**src/rtl/spi_reg_pkg.sv**
```systemverilog
// Shared constants and state encoding for the SPI register bank.
package spi_reg_pkg;

    localparam int FRAME_LEN = 16;
    localparam int ADDR_W    = 7;
    localparam int RW_BIT    = 15;
    localparam int CNT_W     = $clog2(FRAME_LEN + 1);

    localparam logic [ADDR_W-1:0] STATUS_BASE = 7'h40;

    localparam logic [CNT_W-1:0] CNT_FULL = CNT_W'(FRAME_LEN);
    localparam logic [CNT_W-1:0] CNT_LAST = CNT_W'(FRAME_LEN - 1);
    localparam logic [CNT_W-1:0] CNT_HDR  = CNT_W'(FRAME_LEN / 2);

    typedef enum logic [1:0] {
        IDLE,
        ADDR,
        DATA,
        DONE
    } spi_state_t;

endpackage

```
**src/rtl/spi_edge_detect.sv**
```systemverilog
// Registered copy of the synchronized SPI clock with chip-select gated edge strobes.
module spi_edge_detect (
    input  logic clk,
    input  logic rstb,
    input  logic ena,
    input  logic spi_cs_n,
    input  logic spi_sclk,
    output logic rise,
    output logic fall
);

    logic sclk_q;

    always_ff @(posedge clk or negedge rstb) begin
        if (!rstb) begin
            sclk_q <= 1'b0;
        end else if (ena) begin
            sclk_q <= spi_sclk;
        end
    end

    assign rise = ena & spi_sclk & ~sclk_q & ~spi_cs_n;
    assign fall = ena & ~spi_sclk & sclk_q & ~spi_cs_n;

endmodule

```
**src/rtl/spi_reg_bank.sv**
```systemverilog
// SPI mode-0 peripheral: 16-bit frames addressing RW config bytes and RO status bytes.
module spi_reg_bank
    import spi_reg_pkg::*;
#(
    parameter int unsigned NUM_REGS = 4,
    parameter logic [7:0]  REG_RST  = 8'h00
) (
    input  logic                  rstb,
    input  logic                  clk,
    input  logic                  ena,
    input  logic                  spi_cs_n,
    input  logic                  spi_sclk,
    input  logic                  spi_mosi,
    output logic                  spi_miso,
    input  logic [8*NUM_REGS-1:0] status_i,
    output logic [8*NUM_REGS-1:0] regs_o,
    output logic                  wr_stb_o,
    output logic [ADDR_W-1:0]     wr_addr_o
);

    logic                  rise;
    logic                  fall;
    logic [CNT_W-1:0]      cnt_q;
    logic [FRAME_LEN-2:0]  rx_q;
    logic [7:0]            tx_q;
    logic [8*NUM_REGS-1:0] regs_q;
    logic                  stb_q;
    logic [ADDR_W-1:0]     wr_addr_q;
    spi_state_t            state_q;
    spi_state_t            state_d;

    logic [FRAME_LEN-1:0]  frame;
    logic [ADDR_W-1:0]     rd_addr;
    logic [ADDR_W-1:0]     wr_addr;
    logic [7:0]            wr_data;
    logic [7:0]            rd_data;
    logic                  wr_hit;
    logic                  load_tx;
    logic                  shift_tx;
    logic                  commit_req;
    logic                  commit;

    spi_edge_detect u_edge (
        .clk      (clk),
        .rstb     (rstb),
        .ena      (ena),
        .spi_cs_n (spi_cs_n),
        .spi_sclk (spi_sclk),
        .rise     (rise),
        .fall     (fall)
    );

    // The 16th bit is still on mosi when its rise is seen, so the commit
    // decodes the frame from the shift register plus the live input.
    assign frame   = {rx_q, spi_mosi};
    assign wr_addr = frame[FRAME_LEN-2 -: ADDR_W];
    assign wr_data = frame[7:0];
    assign rd_addr = rx_q[ADDR_W-1:0];

    always_comb begin
        rd_data = '0;
        wr_hit  = 1'b0;
        for (int unsigned k = 0; k < NUM_REGS; k++) begin
            if (rd_addr == ADDR_W'(k))
                rd_data = regs_q[8*k +: 8];
            if (rd_addr == STATUS_BASE + ADDR_W'(k))
                rd_data = status_i[8*k +: 8];
            if (wr_addr == ADDR_W'(k))
                wr_hit = 1'b1;
        end
    end

    always_ff @(posedge clk or negedge rstb) begin
        if (!rstb) begin
            state_q <= IDLE;
        end else if (ena) begin
            state_q <= state_d;
        end
    end

    always_comb begin
        state_d    = state_q;
        load_tx    = 1'b0;
        shift_tx   = 1'b0;
        commit_req = 1'b0;
        if (spi_cs_n) begin
            state_d = IDLE;
        end else begin
            unique case (state_q)
                IDLE: state_d = ADDR;
                ADDR: begin
                    if (fall && cnt_q == CNT_HDR) begin
                        state_d = DATA;
                        load_tx = 1'b1;
                    end
                end
                DATA: begin
                    if (rise && cnt_q == CNT_LAST) begin
                        state_d    = DONE;
                        commit_req = frame[RW_BIT];
                    end else if (fall) begin
                        shift_tx = 1'b1;
                    end
                end
                DONE: state_d = DONE;
                default: state_d = IDLE;
            endcase
        end
    end

    assign commit = commit_req & wr_hit;

    always_ff @(posedge clk or negedge rstb) begin
        if (!rstb) begin
            cnt_q     <= '0;
            rx_q      <= '0;
            tx_q      <= '0;
            regs_q    <= {NUM_REGS{REG_RST}};
            stb_q     <= 1'b0;
            wr_addr_q <= '0;
        end else if (ena) begin
            stb_q <= 1'b0;
            if (spi_cs_n) begin
                cnt_q <= '0;
                tx_q  <= '0;
            end else if (rise && cnt_q < CNT_FULL) begin
                cnt_q <= cnt_q + 1'b1;
                rx_q  <= {rx_q[FRAME_LEN-3:0], spi_mosi};
            end
            if (load_tx)
                tx_q <= rd_data;
            else if (shift_tx)
                tx_q <= {tx_q[6:0], 1'b0};
            if (commit) begin
                stb_q     <= 1'b1;
                wr_addr_q <= wr_addr;
            end
            for (int unsigned k = 0; k < NUM_REGS; k++) begin
                if (commit && wr_addr == ADDR_W'(k))
                    regs_q[8*k +: 8] <= wr_data;
            end
        end
    end

    assign spi_miso  = (state_q == DATA || state_q == DONE) ? tx_q[7] : 1'b0;
    assign regs_o    = regs_q;
    assign wr_stb_o  = stb_q & ena;
    assign wr_addr_o = wr_addr_q;

endmodule

```
**config.mk**
```make
export PLATFORM = sky130hd
export DESIGN_NAME = spi_reg_bank
export DESIGN_NICKNAME = d
export VERILOG_FILES = /design/src/rtl/spi_reg_pkg.sv /design/src/rtl/spi_edge_detect.sv /design/src/rtl/spi_reg_bank.sv
export SDC_FILE = /design/constraint.sdc
export NUM_CORES = 1
export LEC_CHECK = 0
export CAP_MARGIN = 20
export CORE_MARGIN = 8
export CORE_UTILIZATION = 51
export CTS_CLUSTER_DIAMETER = 120
export DETAILED_ROUTE_END_ITERATION = 8
export MAX_ROUTING_LAYER = met4
export PLACE_DENSITY = 0.8
export SLEW_MARGIN = 25
export SYNTH_ARGS = -nofsm -noshare
export SYNTH_HDL_FRONTEND = slang
export SYNTH_SLANG_ARGS = --single-unit
```
**constraint.sdc**
```tcl
create_clock -name clk -period 3 [get_ports clk]
set_clock_uncertainty 0.2 [all_clocks]
set_input_delay 0.45 -clock clk [delete_from_list [all_inputs] [get_ports clk]]
set_output_delay 0.45 -clock clk [all_outputs]
set_load 0.02 [all_outputs]
```
==> results.toml <==
[grt]
antenna_found_initial = 0
grt_max_degree = 33
use_met3_pct = 3.436
met1_usage_pct = 24.75
overflow = 0
use_met2_pct = 31.12
grt-busiest-layer = "met2"
track_usage_pct = 19.88
grt_first_pass_wirelength_mm = 15.24
grt_pass1_vias = 2890

[final_layout]
fill_cells = 554
multi_input_area_sq_um = 1807
final_area_sq_um = 4908
nets = 435
ff_latch_area_sq_um = 1777
final_common_cell = "clkdlybuf4s50_1"
drive_gt1_share_pct = 25.81
area_growth_pct = 32.67
layout_common_cells = "77 x clkdlybuf4s50_1, 71 x dfrtp_1, 41 x mux2_2"
antenna_cells = 0

[floorplan]
die_h_microns = 101.2
start_util_pct = 51.84
die_w_microns = 101.2
die_area_sq_um = 10240
core-area_sq_um = 7137
io_pins = 79
fp-row-count = 31

[pwr]
leakage_uw = 0.002120
p_int_uw = 1919
vdd_drop_max_mv = 0.3216
sequentialPowerShare_pct = 44.4
combPwrFrac_pct = 22.4
pwr-share-clk_pct = 33.2
power_density_nw_per_um2 = 567.0
p_switching_uw = 864.2
power_switching_share_pct = 31.05

[routing]
drc = 0
first_pass_iters = 4
drt-total-wl_mm = 9.408
vias = 2849
vias_per_cell = 5.721
postRouteAntennaNets = 0
wl_per_cell_microns = 18.89
drt-initial-drc-count = 107

[worst_hold_path]
worst_hold_path.num_cells = 1
hp-class = "register to register"
min_to = "stb_q"
hp-start = "stb_q"

[sta]
hold_viol = 0
finalSetupViolCount = 0
slew_viol_final = 0
post-route-period-util_pct = 80.41
max_slew_margin_pct = 47.58
min_period_ns = 2.412
final.setup.tns_ns = 0
rsz0062_at_grt = "no"
worstMarginPinSlew_ns = 0.7863
max_freq_ghz = 0.4145

[setup_path]
cp-start-kind = "primary input"
r2r_cells = 4
end_kind = "register"
path_class = "primary input to register"
regToRegEndpoint = "tx_q[2]"
cp.required_ns = 3.03
critPathMaxStageDelay_ns = 0.58
crit_fanout = 8
cp.buffers_inverters = 1
cp_top_family = "simple AND/OR/NAND/NOR gates"
worstPathArrival_ns = 2.44
reg2reg_from = "rx_q[6]"
cpMaxStageDelayCell = "or4_4"
r2r_slack_ns = 0.62
crit_chain = "clkdlybuf4s50_1 -> and4bb_2 -> nand3_2 -> or4_4 -> mux2_4"

[cts]
cts_root_buffer = "clkbuf_8"
h-tree-depth = 3
numCtsBuffers = 9
clk_latency_ns = 0.34
cts_setup_buffers = 0
clkTransAtPathRegs_ns = 0.08
cts_tree = "built"
cts_resized = 0
cts_buffer_depth = 2
cts_sinks = 71

[placed_design]
placed_area_sq_um = 4653
gp_congestion = 0.8424
port_buffers = 78
hpwl_mm = 6.950

[flow_run]
drv_cap = 0

[synthesis]
synth_cell_type_count = 49
synth-main-ff-cell = "dfrtp_1"
synthCells = 306
synth_nets = 347
avgSynthCellArea_sq_um = 12.09
postSynth.asyncResetShare_pct = 100.0
ys_seq_area_share_pct = 48.02
synth-edff-count = 0
synth_area_sq_um = 3700
ys_ff_latch = 71
yosys_warnings = 0

[status]
outcome = "finished clean"
-- cells in the mapped netlist, types with 5 or more instances --
cell      number  area [sq um]
nand2b_1       5         31.28
o211ai_1       7         52.55
inv_1         10         37.54
o21ai_0       17         85.08
mux4_2         7         157.7
dfrtp_1       71          1777
a211oi_1       6         45.04
mux2i_1        9         90.09
clkbuf_1      13         48.80
nor2b_1        8         50.05
nor2_1         8         30.03
nand2_1       15         56.30
a21oi_1        9         45.04
nand3_1        5         25.02
mux2_2        41         461.7
nor3_1         5         25.02
mux2_4         8         120.1
-- worst reg2reg max path: stages (launching register included) --
cell,delay (ns)
dfrtp_1,0.85
buf_4,0.37
mux4_2,0.52
o22ai_1,0.21
o211ai_1,0.11
-- state kept, by name (all words and copies together) (netlist names) --
name / flops
rx_q: 15
u_edge.sclk_q: 1
cnt_q: 5
tx_q: 8
stb_q: 1
regs_o: 32
wr_addr_o: 7
state_q: 2
-- cell families (layout without fill, tap and decap cells) --
kind of cell	count (synthesis)	count (layout)	synth area share [%]
muxes	65	65	22.42
buffers and inverters	28	121	3.145
and+or+nand+nor	75	75	13.83
AOI/OAI and AO/OA	64	64	11.57
adders and majority gates	3	3	1.015
DFF	71	71	48.02
-- per-stage QoR --
step / instances / total power [uW] / setup WS, ns / hold WS, ns / util, %
6_report: 498 / 2783 / 0.5876 / 0.2749 / 68.78
3_3_place_gp: 481 / 1847 / 0.3135 / 0.2692 / 65.20
3_5_place_dp: 481 / 1868 / 0.2406 / 0.2640 / 65.20
2_1_floorplan: 306 / 1622 / 0.7860 / -0.04559 / -
4_1_cts: 498 / 2788 / 0.6002 / 0.2815 / 68.78
5_1_grt: 498 / 2911 / 0.4556 / 0.3097 / 68.78
-- power by group through the flow --
stage	clock network, uW	registers [uW]	logic (uW)
finish	923	1240	623
global route	982	1250	677
CTS	936	1230	622
detailed placement	0	1250	618
global placement	0	1240	607
floorplan	0	1140	481
-- cell type report --
type,count,share of cell area (%)
Sequential cell,71,36.20
Tap cell,99,2.524
Timing Repair Buffer,95,18.71
Inverter,10,0.7647
Clock buffer,9,2.524
Multi-Input combinational cell,207,36.81
Clock inverter,7,2.473
-- worst max-delay path by stage --
| stage | cells past startpoint | endpoint | slack [ns] | start |
|---|---|---|---|---|
| 2_1_floorplan | 7 | regs_o[24] | 0.79 | cnt_q[0] |
| 6_report | 5 | regs_o[28] | 0.59 | ena |
| 4_1_cts | 5 | regs_o[28] | 0.60 | ena |
| 3_5_place_dp | 5 | regs_o[28] | 0.24 | ena |
| 3_3_place_gp | 5 | regs_o[26] | 0.31 | ena |
| 5_1_grt | 4 | tx_q[2] | 0.46 | rx_q[6] |
-- metal layers --
layer / vias to the layer above / routed length, microns
met3: 17 / 385
met2: 81 / 4669
met4: 0 / 199
met5: - / 0
met1: 1430 / 4154
li1: 1321 / -
-- repair_timing --
action | in CTS | in global routing
endpoints found under the hold margin | 30 | 0
endpoints found under the setup margin | 0 | 0
hold buffers | 1 | 0
(Power assumes the default switching activity.)
